[config.mk]
export PLATFORM = sky130hd
export DESIGN_NAME = dual_slope_capture_flat
export DESIGN_NICKNAME = d
export VERILOG_FILES = /design/src/rtl/dual_slope_capture_if.sv /design/src/rtl/dual_slope_capture.sv /design/src/flat_wrapper.sv
export SDC_FILE = /design/constraint.sdc
export NUM_CORES = 1
export LEC_CHECK = 0
export BUFFER_PORTS_ARGS = -buffer_cell sky130_fd_sc_hd__buf_2
export CAP_MARGIN = 20
export CORE_MARGIN = 5
export CORE_UTILIZATION = 45
export DETAILED_ROUTE_END_ITERATION = 10
export GPL_TIMING_DRIVEN = 0
export PLACE_DENSITY_LB_ADDON = 0.2
export SLEW_MARGIN = 20
export SYNTH_ARGS = -nofsm -noshare
export SYNTH_HDL_FRONTEND = slang
export SYNTH_SLANG_ARGS = --single-unit
[constraint.sdc]
create_clock -name clk_i -period 10.5 [get_ports clk_i]
set_clock_uncertainty 0.1 [all_clocks]
set_input_delay 1.05 -clock clk_i [delete_from_list [all_inputs] [get_ports clk_i]]
set_output_delay 1.05 -clock clk_i [all_outputs]
set_load 0.02 [all_outputs]
[src/rtl/dual_slope_capture_if.sv]
// rtl/dual_slope_capture_if.sv - result handshake bundle between the capture block and its reader
interface dual_slope_capture_if #(
    parameter int CNT_W = 16
) ();
    logic [CNT_W-1:0] result_o;
    logic             result_sign_o;
    logic [2:0]       result_range_o;
    logic             result_ovr_o;
    logic             result_valid_o;
    logic             result_ready_i;
    logic             result_lost_o;

    modport master (
        output result_o,
        output result_sign_o,
        output result_range_o,
        output result_ovr_o,
        output result_valid_o,
        input  result_ready_i,
        output result_lost_o
    );

    modport slave (
        input  result_o,
        input  result_sign_o,
        input  result_range_o,
        input  result_ovr_o,
        input  result_valid_o,
        output result_ready_i,
        input  result_lost_o
    );
endinterface

[src/rtl/dual_slope_capture.sv]
// rtl/dual_slope_capture.sv - dual-slope phase timer, de-integrate capture and result handshake (DS_AVERAGE_EN: 4-conversion averaging)
module dual_slope_capture #(
    parameter int CNT_W      = 16,
    parameter int AZ_CYCLES  = 16,
    parameter int INT_CYCLES = 1000,
    parameter int DEINT_MAX  = 2000
) (
    input  logic       clk_i,
    input  logic       rst_i,
    input  logic [1:0] afe_sel_i,
    input  logic [2:0] range_sel_i,
    input  logic       ref_sign_i,
    input  logic       comp_i,
    input  logic       sat_hi_i,
    input  logic       sat_lo_i,
    output logic       phase_done_o,
    dual_slope_capture_if.master res
);

    typedef enum logic [1:0] {
        S_IDLE  = 2'b00,
        S_AZ    = 2'b01,
        S_INT   = 2'b10,
        S_DEINT = 2'b11
    } state_t;

    localparam logic [CNT_W-1:0] CNT_ONE  = CNT_W'(1);
    localparam logic [CNT_W-1:0] CNT_MAX  = {CNT_W{1'b1}};
    localparam logic [CNT_W-1:0] AZ_LAST  = CNT_W'(AZ_CYCLES - 1);
    localparam logic [CNT_W-1:0] INT_LAST = CNT_W'(INT_CYCLES - 1);
    localparam logic [CNT_W-1:0] DMAX     = CNT_W'(DEINT_MAX);

    state_t           state_q, state_d;
    logic [CNT_W-1:0] cnt_q, cnt_d, cnt_eff, cnt_inc;
    logic             done_q, done_d;
    logic             armed_q, armed_d;
    logic             ovr_q, ovr_d;
    logic             busy_q, busy_d;
    logic             comp0_q;
    logic             sign_cap_q;
    logic [2:0]       range_cap_q;

    logic             entry, new_conv, step_ok;
    logic             crossing, timeout, hit;
    logic             conv_ovr;
    logic             load;
    logic [CNT_W-1:0] load_val;
    logic             load_ovr;

    logic [CNT_W-1:0] result_q;
    logic             res_sign_q;
    logic [2:0]       res_range_q;
    logic             res_ovr_q;
    logic             valid_q;
    logic             lost_q;

`ifdef DS_AVERAGE_EN
    logic [CNT_W+1:0] acc_q, acc_sum;
    logic [2:0]       acc_n_q, acc_n_d;
    logic             acc_ovr_q, ovr_sum;
    logic             acc_sign_q;
    logic [2:0]       acc_range_q;
    logic             restart;
`endif

    always_ff @(posedge clk_i) begin
        if (rst_i) begin
            state_q <= S_IDLE;
        end else begin
            state_q <= state_d;
        end
    end

    // state_q doubles as the tracked phase; a mismatch with afe_sel_i marks phase entry
    always_comb begin
        state_d  = state_t'(afe_sel_i);
        entry    = (afe_sel_i != state_q);
        new_conv = entry && (state_d == S_AZ) &&
                   ((state_q == S_IDLE) || (state_q == S_DEINT));
        step_ok  = ((state_q == S_AZ)  && (state_d == S_INT)) ||
                   ((state_q == S_INT) && (state_d == S_DEINT));

        cnt_eff = entry ? '0 : cnt_q;
        cnt_inc = (cnt_eff == CNT_MAX) ? cnt_eff : cnt_eff + CNT_ONE;
        cnt_d   = (state_d == S_IDLE) ? '0 : cnt_inc;

        crossing = 1'b0;
        timeout  = 1'b0;
        if ((state_d == S_DEINT) && !entry && busy_q) begin
            crossing = (comp_i != comp0_q);
            timeout  = !crossing && (cnt_q == DMAX);
        end
        hit = crossing || timeout;

        armed_d = armed_q;
        if (entry) begin
            armed_d = new_conv || (step_ok && armed_q);
        end

        // any entry other than a legal continuation starts a fresh (or aborted) conversion
        ovr_d = ovr_q;
        if (entry && !(step_ok && armed_q)) begin
            ovr_d = 1'b0;
        end
        if ((state_d == S_INT) && armed_d && (sat_hi_i || sat_lo_i)) begin
            ovr_d = 1'b1;
        end

        busy_d = 1'b0;
        if (state_d == S_DEINT) begin
            busy_d = entry ? armed_d : (busy_q && !hit);
        end

        done_d = entry ? 1'b0 : done_q;
        case (state_d)
            S_AZ:    if (cnt_inc >= AZ_LAST)  done_d = 1'b1;
            S_INT:   if (cnt_inc >= INT_LAST) done_d = 1'b1;
            S_DEINT: if (hit)                 done_d = 1'b1;
            default: done_d = 1'b0;
        endcase

        conv_ovr = ovr_q || timeout;

`ifdef DS_AVERAGE_EN
        restart  = (acc_n_q == 3'd0) || (sign_cap_q != acc_sign_q) ||
                   (range_cap_q != acc_range_q);
        acc_sum  = restart ? {2'b00, cnt_q} : acc_q + {2'b00, cnt_q};
        acc_n_d  = restart ? 3'd1 : acc_n_q + 3'd1;
        ovr_sum  = (restart ? 1'b0 : acc_ovr_q) || conv_ovr;
        load     = hit && (acc_n_d == 3'd4);
        load_val = acc_sum[CNT_W+1:2];
        load_ovr = ovr_sum;
`else
        load     = hit;
        load_val = cnt_q;
        load_ovr = conv_ovr;
`endif
    end

    always_ff @(posedge clk_i) begin
        if (rst_i) begin
            cnt_q       <= '0;
            done_q      <= 1'b0;
            armed_q     <= 1'b0;
            ovr_q       <= 1'b0;
            busy_q      <= 1'b0;
            comp0_q     <= 1'b0;
            sign_cap_q  <= 1'b0;
            range_cap_q <= 3'd0;
        end else begin
            cnt_q   <= cnt_d;
            done_q  <= done_d;
            armed_q <= armed_d;
            ovr_q   <= ovr_d;
            busy_q  <= busy_d;
            if (entry && (state_d == S_DEINT)) begin
                comp0_q     <= comp_i;
                sign_cap_q  <= ref_sign_i;
                range_cap_q <= range_sel_i;
            end
        end
    end

`ifdef DS_AVERAGE_EN
    // the accumulator survives aborts; only a completed group or a sign/range change restarts it
    always_ff @(posedge clk_i) begin
        if (rst_i) begin
            acc_q       <= '0;
            acc_n_q     <= 3'd0;
            acc_ovr_q   <= 1'b0;
            acc_sign_q  <= 1'b0;
            acc_range_q <= 3'd0;
        end else if (hit) begin
            acc_q       <= acc_sum;
            acc_n_q     <= load ? 3'd0 : acc_n_d;
            acc_ovr_q   <= ovr_sum;
            acc_sign_q  <= sign_cap_q;
            acc_range_q <= range_cap_q;
        end
    end
`endif

    always_ff @(posedge clk_i) begin
        if (rst_i) begin
            result_q    <= '0;
            res_sign_q  <= 1'b0;
            res_range_q <= 3'd0;
            res_ovr_q   <= 1'b0;
            valid_q     <= 1'b0;
            lost_q      <= 1'b0;
        end else if (load) begin
            result_q    <= load_val;
            res_sign_q  <= sign_cap_q;
            res_range_q <= range_cap_q;
            res_ovr_q   <= load_ovr;
            valid_q     <= 1'b1;
            if (valid_q && !res.result_ready_i) begin
                lost_q <= 1'b1;
            end
        end else if (valid_q && res.result_ready_i) begin
            valid_q <= 1'b0;
        end
    end

    assign phase_done_o       = done_q && !entry;
    assign res.result_o       = result_q;
    assign res.result_sign_o  = res_sign_q;
    assign res.result_range_o = res_range_q;
    assign res.result_ovr_o   = res_ovr_q;
    assign res.result_valid_o = valid_q;
    assign res.result_lost_o  = lost_q;

endmodule

[src/flat_wrapper.sv]
// flat-port wrapper written by rule: the top's interface ports become plain ports
module dual_slope_capture_flat 
#(
    parameter int CNT_W      = 16,
    parameter int AZ_CYCLES  = 16,
    parameter int INT_CYCLES = 1000,
    parameter int DEINT_MAX  = 2000
)
  (clk_i, rst_i, afe_sel_i, range_sel_i, ref_sign_i, comp_i, sat_hi_i, sat_lo_i, phase_done_o, res_result_o, res_result_sign_o, res_result_range_o, res_result_ovr_o, res_result_valid_o, res_result_ready_i, res_result_lost_o);
  dual_slope_capture_if #(.CNT_W(CNT_W)) res_i ();
  input  logic clk_i;
  input  logic rst_i;
  input  logic [1:0] afe_sel_i;
  input  logic [2:0] range_sel_i;
  input  logic ref_sign_i;
  input  logic comp_i;
  input  logic sat_hi_i;
  input  logic sat_lo_i;
  output logic phase_done_o;
  output wire logic [$bits(res_i.result_o)-1:0] res_result_o;
  output wire logic [$bits(res_i.result_sign_o)-1:0] res_result_sign_o;
  output wire logic [$bits(res_i.result_range_o)-1:0] res_result_range_o;
  output wire logic [$bits(res_i.result_ovr_o)-1:0] res_result_ovr_o;
  output wire logic [$bits(res_i.result_valid_o)-1:0] res_result_valid_o;
  input wire logic [$bits(res_i.result_ready_i)-1:0] res_result_ready_i;
  output wire logic [$bits(res_i.result_lost_o)-1:0] res_result_lost_o;
  assign res_result_o = res_i.result_o;
  assign res_result_sign_o = res_i.result_sign_o;
  assign res_result_range_o = res_i.result_range_o;
  assign res_result_ovr_o = res_i.result_ovr_o;
  assign res_result_valid_o = res_i.result_valid_o;
  assign res_i.result_ready_i = res_result_ready_i;
  assign res_result_lost_o = res_i.result_lost_o;
  dual_slope_capture #(.CNT_W(CNT_W), .AZ_CYCLES(AZ_CYCLES), .INT_CYCLES(INT_CYCLES), .DEINT_MAX(DEINT_MAX)) u_core (.clk_i(clk_i), .rst_i(rst_i), .afe_sel_i(afe_sel_i), .range_sel_i(range_sel_i), .ref_sign_i(ref_sign_i), .comp_i(comp_i), .sat_hi_i(sat_hi_i), .sat_lo_i(sat_lo_i), .phase_done_o(phase_done_o), .res(res_i));
endmodule
* Word level (Yosys, flattened, before mapping)
Index checks and enable logic that the tools add are counted.
Storage, ports and cells: flip-flop bits (word level) 50, logic and storage cells 78, output and inout bits 24
Cells by class: order comparisons 2, add/subtract/negate cells 1, bitwise operators 1, reductions and logical operators 34, muxes and demuxes 15, equal/unequal tests 10
Operators with widths (number):
- 16-bit two-way mux | 2
- 16-bit by 1-bit adder with 16-bit output (second input constant) | 1
- 16-bit by 11-bit equality test with 1-bit output (second input constant) | 1
- 16-bit equality test (second input constant) | 1
- 16-bit by 10-bit >= comparator with 1-bit output (second input constant) | 1
- 16-bit by 4-bit >= comparator with 1-bit output (second input constant) | 1
- 1-bit logical AND | 16
- 1-bit two-way mux | 12
- 2-bit equality test (second input constant) | 4
- 1-bit logical OR | 6
- 1-bit zero test | 5
- 2-bit by 1-bit equality test with 1-bit output (second input constant) | 2
- 2-bit zero test | 2
- 2-bit nonzero test | 2
- 2-bit OR reduction | 2
- 1-bit case mux with 3 select lines | 1
- 2-bit inequality test | 1
- 2-bit AND reduction | 1
- 1-bit inequality test | 1
- 1-bit inverter | 1

* Depth between registers and ports, before layout
Gate-level depths: netlist of run 1.
depth in word-level cells 9, mapped depth 14

* Worst setup path before layout of run 1
OpenSTA, ideal clock, no wires.
kind input -> register, start in afe_sel_i[1], end reg u_core.done_q, setup slack 6.305 ns, cell stages on the path 14, required time 10.318 ns, data arrival time 4.012 ns, buffers on the path 3, setup time 0.082 ns, cells stage by stage buf_6 xor2_1 nor2_1 clkbuf_1 and2_1 ha_1 buf_2 nand3_1 nor2_2 a21oi_1 or4b_4 a311o_1 or4_1 o221ai_1
Between the ends: longest elaborated chain between the ends 8
Ends and longest elaborated chain:
- from (decl) | RTL line flat_wrapper.sv:13 | input logic [1:0] afe_sel_i;
- branches (longest 7 deep; another with 16-bit by 1-bit adder with 16-bit output)
- 1-bit case mux with 3 select lines (*) | RTL line dual_slope_capture.sv:115 | case (state_d)
- to (signal assigned) | RTL line dual_slope_capture.sv:152 | done_q <= done_d;
- to (decl) | RTL line dual_slope_capture.sv:35 | logic done_q, done_d;
Mark *: on every way between the ends. A chain may end at the register's enable or synchronous reset.

* Worst setup path in the final report of run 1
start in afe_sel_i[0], end reg u_core.done_q
The elaborated chain is that of the path after synthesis.

==> qor.csv, run 1 <==
metric,value,unit
rr_worst_depth,13,
grt_first_pass_wirelength,10100,µm
ant_nets,0,
area_growth,14.0,%
finalCritPeriodShare,0.442,
ir_drop,62.4,µV
seq_area_frac_synth,0.416,
gp_congestion,0.904,
hold_start,u_core.range_cap_q[0]$_SDFFE_PP0P_,
grt_max_degree,15,
netlist_top_cells_area,"dfxtp_1, mux2i_1, nor2_1",
reg2reg_slack,6400,ps
grt_usage,0.176,
hold-path-endpoint,u_core.range_cap_q[0]$_SDFFE_PP0P_,
hold_viol_final,0,
r2r-end,u_core.done_q$_SDFF_PP0_,
cts_made_buffers,5,
dp.cells,384,
synth-edff-count,0,
dieArea,6910,µm²
clockRootBuffer,clkbuf_8,
finalSetupTns,0,ps
crit_path_start_kind,input pin,
fp.dieW,83.1,µm
num_vias,2144,
fmax,215,MHz
maxCapViolCount,0,
clockBufferDepth,2,
synth_ff_type,dfxtp_1,
worstHoldPathType,flip-flop to flip-flop,
critPathMaxFanout,10,
cts_hold_buffers,0,
holdPathStages,2,
drive_gt1_frac,0.181,
ys_types,46,
antenna_cells,0,
synth_top_cell_by_area,dfxtp_1,
drt_iter0_markers,107,
stdcell_count,391,
maxSlewHeadroom,0.584,
insertion_delay,300,ps
routed_wl,5920,µm
rows,26,
cts_resized,0,
coreArea,5140,µm²
worstMarginPinSlew,623,ps
ys_async_sr_fraction,0,
layout.nets,336,
required,10630,ps
grt-ovfl-total,0,
setup_viol,0,
report.final.slew_viol_count,0,
cp.arrival,4770,ps
grt_pass1_vias,2010,
netlist.area_leader.share,0.416,
r2r_start,u_core.state_q[1]$_SDFF_PP0_,
pin_count,36,
crit_path_end_kind,flip-flop,
cts_setup_buffers,0,
critPathKind,input pin to flip-flop,
ys_ff_latch,50,
power_density,119,nW/µm²
start_util,0.468,
viasPerCell,5.48,
dpl.hpwl,4360,µm
drc,0,
antenna_found_initial,0,
p_leak,1.05,nW
rsz0062_at_grt,false,
total_power,0.000325,W
period_needed,4640,ps
synth_nets,295,
cts_sinks,50,
firstDrtPassIters,4,
yosys_warnings,0,
clkTransAtPathRegs,90,ps
yosys.cell_count.top_type,dfxtp_1,
synth.avg_cell_area,8.59,µm²
synth_area,2410,µm²
port_buffers,34,
synth_common_cells,"dfxtp_1, nor2_1, mux2i_1",
fp.dieH,83.1,µm
synth_cells,280,
outcome,finished clean,
h-tree-depth,2,
cts_tree,built,
wl_per_cell,15.2,µm
[critical path, stage by stage]
cell and delay [ps]:
buf_2 130, xor2_1 210, nor2_1 420, clkbuf_1 380, and2_1 230, ha_1 150
buf_2 200, nand3_1 170, nor2_2 320, a21oi_1 120, or4b_4 540, a311o_1 320
or4_1 430, o221ai_1 90
[cell type report]
cell class / count / area [µm²]
inverter: 6 / 22.5
sequential: 50 / 1000
multi-input combinational: 209 / 1300
clock buffer: 5 / 68.8
clock inverter: 2 / 10.0
timing repair buffer: 34 / 170
tap: 70 / 87.6
fill: 514 / 2400
buffer: 15 / 78.8
[cells by family after synthesis]
| logic type | Yosys count | synth area share |
|---|---|---|
| flops | 50 | 0.416 |
| simple gates | 126 | 0.264 |
| compound gates | 44 | 0.120 |
| mux | 22 | 0.0920 |
| fa+ha+maj | 3 | 0.0156 |
| buf+inv | 21 | 0.0421 |
| xor+xnor | 14 | 0.0510 |
[registers in the layout (all words and copies together), names as in the netlist]
register / flops
u_core.busy_q: 1
u_core.res.result_lost_o: 1
u_core.res.result_sign_o: 1
u_core.res.result_o: 16
u_core.comp0_q: 1
u_core.ovr_q: 1
u_core.sign_cap_q: 1
u_core.armed_q: 1
u_core.done_q: 1
u_core.res.result_valid_o: 1
u_core.state_q: 2
u_core.res.result_range_o: 3
u_core.cnt_q: 16
u_core.range_cap_q: 3
u_core.res.result_ovr_o: 1
[cell usage in the layout, fill, tap and decap left out, types with 6 or more instances in the layout]
cell      Yosys  routed
buf_2         6      40
o21ai_0      10      10
nor3_1       14      14
xor2_1        8       8
nand3_1       8       8
mux2i_1      21      21
a21oi_1      13      13
inv_1         6       6
dfxtp_1      50      50
and2_1       11      11
nor2_1       44      44
nand2_1      18      18
clkbuf_1      7       7
xnor2_1       6       6
[through the flow]
step / setup WS, ps / instance area, µm² / hold slack (ps) / util
final: 5860 / 2740 / 378 / 0.534
after global routing: 5620 / 2740 / 410 / 0.534
after CTS: 5890 / 2740 / 381 / 0.534
after detailed placement: 5600 / 2660 / 364 / 0.518
after global placement: 5590 / 2660 / 341 / 0.518
after floorplan: 6310 / 2410 / 350 / -
[per-layer routing]
metal  wire length [µm]  global-route usage  part of all wire  up-vias
li1                   -                   -                 -     1073
met1               2770               0.234              0.47      991
met2               2690               0.274              0.45       69
met3                331              0.0426             0.056       11
met4                130              0.0698             0.022        0
met5                  0                   0                 0        -
[worst max path at each step]
| stage | start | end | slack, ps | cells after the start |
|---|---|---|---|---|
| 6_report | afe_sel_i[0] | u_core.done_q$_SDFF_PP0_ | 5860 | 14 |
| 5_1_grt | afe_sel_i[0] | u_core.done_q$_SDFF_PP0_ | 5620 | 14 |
| 4_1_cts | afe_sel_i[0] | u_core.done_q$_SDFF_PP0_ | 5890 | 14 |
| 3_5_place_dp | afe_sel_i[0] | u_core.done_q$_SDFF_PP0_ | 5600 | 14 |
| 3_3_place_gp | afe_sel_i[0] | u_core.done_q$_SDFF_PP0_ | 5590 | 14 |
| 2_1_floorplan | afe_sel_i[1] | u_core.done_q$_SDFF_PP0_ | 6310 | 14 |
[report_power, final]
part	internal, W	leakage (nW)	switching [W]
Combinational	0.00000850	0.606	0.0000173
Sequential	0.000192	0.404	0.00000156
Clock	0.0000448	0.0438	0.0000613
Power figures use the tool's default switching activity.
==> run 2, diff against run 1 <==
ABC_AREA = 1   (was default)
clock period = 3.9 ns   (was 10.5 ns; I/O delays follow)
==> run 2 against run 1 <==
Against the previous run:
- cell area up 8.5%
- clock power rose to 2.8 times the previous value
- critical path depth up 5
- die area up 8.0%
- global-route usage up 1.6 points
- routed wire length up 15%
- area after synthesis up 9.2%
- utilization about the same
- sequential share of layout area down 2.9 points
- non-clock buffer count down 4
- sequential power rose to 2.7 times the previous value
==> qor.csv, run 2 <==
metric,value,unit
worstHoldPathType,input pin to flip-flop,
multiInputGateArea,1360,µm²
finalCritPeriodShare,0.832,
fp.dieH,86.4,µm
grt_usage,0.192,
ys_ff_latch,50,
cts_tree,built,
firstDrtPassIters,7,
clockBufferDepth,2,
area_growth,13.3,%
coreArea,5570,µm²
grt_first_pass_wirelength,11400,µm
ys_types,31,
dieArea,7460,µm²
period_needed,3250,ps
hold_viol_final,0,
synth_cells,393,
grt_pass1_vias,2511,
setup_viol,0,
ant_nets,0,
synth-edff-count,0,
synth_common_cells,"nand2_1, nor2_1, inv_1",
seq_area_frac_synth,0.381,
maxCapViolCount,0,
cp.arrival,3360,ps
grt_max_degree,16,
synth_area,2630,µm²
fmax,308,MHz
synth_nets,408,
h-tree-depth,2,
antenna_found_initial,0,
power_density,298,nW/µm²
rsz0062_at_grt,false,
crit_path_start_kind,flip-flop,
rows,27,
cts_sinks,50,
layout.nets,450,
gp_congestion,0.993,
wl_per_cell,13.5,µm
drive_gt1_frac,0.152,
mostFrequentLayoutCells,"nand2_1, nor2_1, inv_1, dfxtp_1, buf_2",
drt_iter0_markers,174,
cts_hold_buffers,0,
p_leak,1.45,nW
dp.cells,500,
pin_count,36,
port_buffers,35,
viasPerCell,5.19,
synth_ff_type,dfxtp_1,
crit_path_end_kind,flip-flop,
cts_made_buffers,5,
num_vias,2629,
ys_async_sr_fraction,0,
fill_cells,563,
fp.dieW,86.4,µm
synth.avg_cell_area,6.68,µm²
cts_setup_buffers,0,
ir_drop,123,µV
layout_commonest_cell,nand2_1,
worstMarginPinSlew,472,ps
cts_resized,0,
stdcell_count,507,
maxSlewHeadroom,0.685,
synth_top_cell_by_area,dfxtp_1,
clockRootBuffer,clkbuf_8,
routed_wl,6840,µm
netlist.area_leader.share,0.381,
report.final.slew_viol_count,0,
finalSetupTns,0,ps
yosys.cell_count.top_type,nand2_1,
insertion_delay,300,ps
outcome,finished clean,
antenna_cells,0,
netlist_top_cells_area,"dfxtp_1, nand2_1, nor2_1",
yosys_warnings,0,
seq_area,1000,µm²
critPathMaxFanout,10,
drc,0,
grt-ovfl-total,0,
clkTransAtPathRegs,90,ps
required,4010,ps
start_util,0.471,
critPathKind,flip-flop to flip-flop,
dpl.hpwl,5310,µm
[run 2: cell count changes after synthesis, moves of 8 or more]
cell     delta
o21ai_0    +19
a21oi_1     +8
and2_1     -11
nand4_1    +11
inv_1      +46
nor2_1     +28
mux2i_1    -21
nand2_1    +57
nand3_1    +19
nor3_1     -12
[run 2: cell type report]
class	instances	area share
plain buffers	10	0.0189
clock buffers	5	0.0231
clock inverters	2	0.00505
inverters	55	0.0694
multi-input cells	278	0.458
flip-flops and latches	50	0.336
well taps	72	0.0303
repair buffers	35	0.0589
[run 2: path summary, 6_finish.rpt]
check	start	endpoint	slack [ps]	cells past startpoint
min	range_sel_i[2]	u_core.range_cap_q[2]$_SDFFE_PP0P_	220	3
max reg2reg	u_core.state_q[1]$_SDFF_PP0_	u_core.done_q$_SDFF_PP0_	650	19
max	u_core.state_q[1]$_SDFF_PP0_	u_core.done_q$_SDFF_PP0_	650	19
min reg2reg	u_core.ovr_q$_SDFFE_PP0P_	u_core.res.result_ovr_o$_SDFFE_PP0P_	380	2
[run 2: stage by stage]
step / hold WS [ps] / util / power [W] / area (µm²) / setup WS (ps)
floorplan: 333 / - / 0.000580 / 2630 / 1300
global placement: 349 / 0.519 / 0.000603 / 2890 / 523
detailed placement: 358 / 0.519 / 0.000603 / 2890 / 563
CTS: 210 / 0.534 / 0.000898 / 2980 / 717
global route: 224 / 0.534 / 0.000926 / 2980 / 318
finish: 217 / 0.534 / 0.000888 / 2980 / 654
[run 2: power by group]
group / switching [W] / internal [W] / total [W]
sequential: 0.00000403 / 0.000517 / 0.000521
clock: 0.000173 / 0.000123 / 0.000296
combinational: 0.0000491 / 0.0000219 / 0.0000710
total: 0.000226 / 0.000662 / 0.000888
[run 2: worst max-delay path: stages, from the launching register on]
cell	delay (ps)
dfxtp_1	350
xnor2_1	380
nand2_2	270
nor2_1	340
ha_1	250
nand2_1	60
inv_1	90
nand3_2	130
nor2_1	270
nand3_1	120
nand2_1	70
nand2_1	60
nor2_1	80
nand3_1	70
nor2_1	200
nand2_1	90
nand2_1	60
nand3_1	70
nand2_1	60
inv_1	30
[run 2: per-layer routing]
layer	GRT usage	wire, µm	up-vias
met3	0.0371	461	9
met1	0.246	3180	1202
li1	-	-	1343
met5	0	0	-
met4	0.0637	84	0
met2	0.324	3120	75
[run 2: cell families after synthesis]
kind of cell    synth area share
xor+xnor                  0.0233
simple gates               0.366
buf+inv                    0.100
fa+ha+maj                 0.0143
compound gates             0.115
flops                      0.381
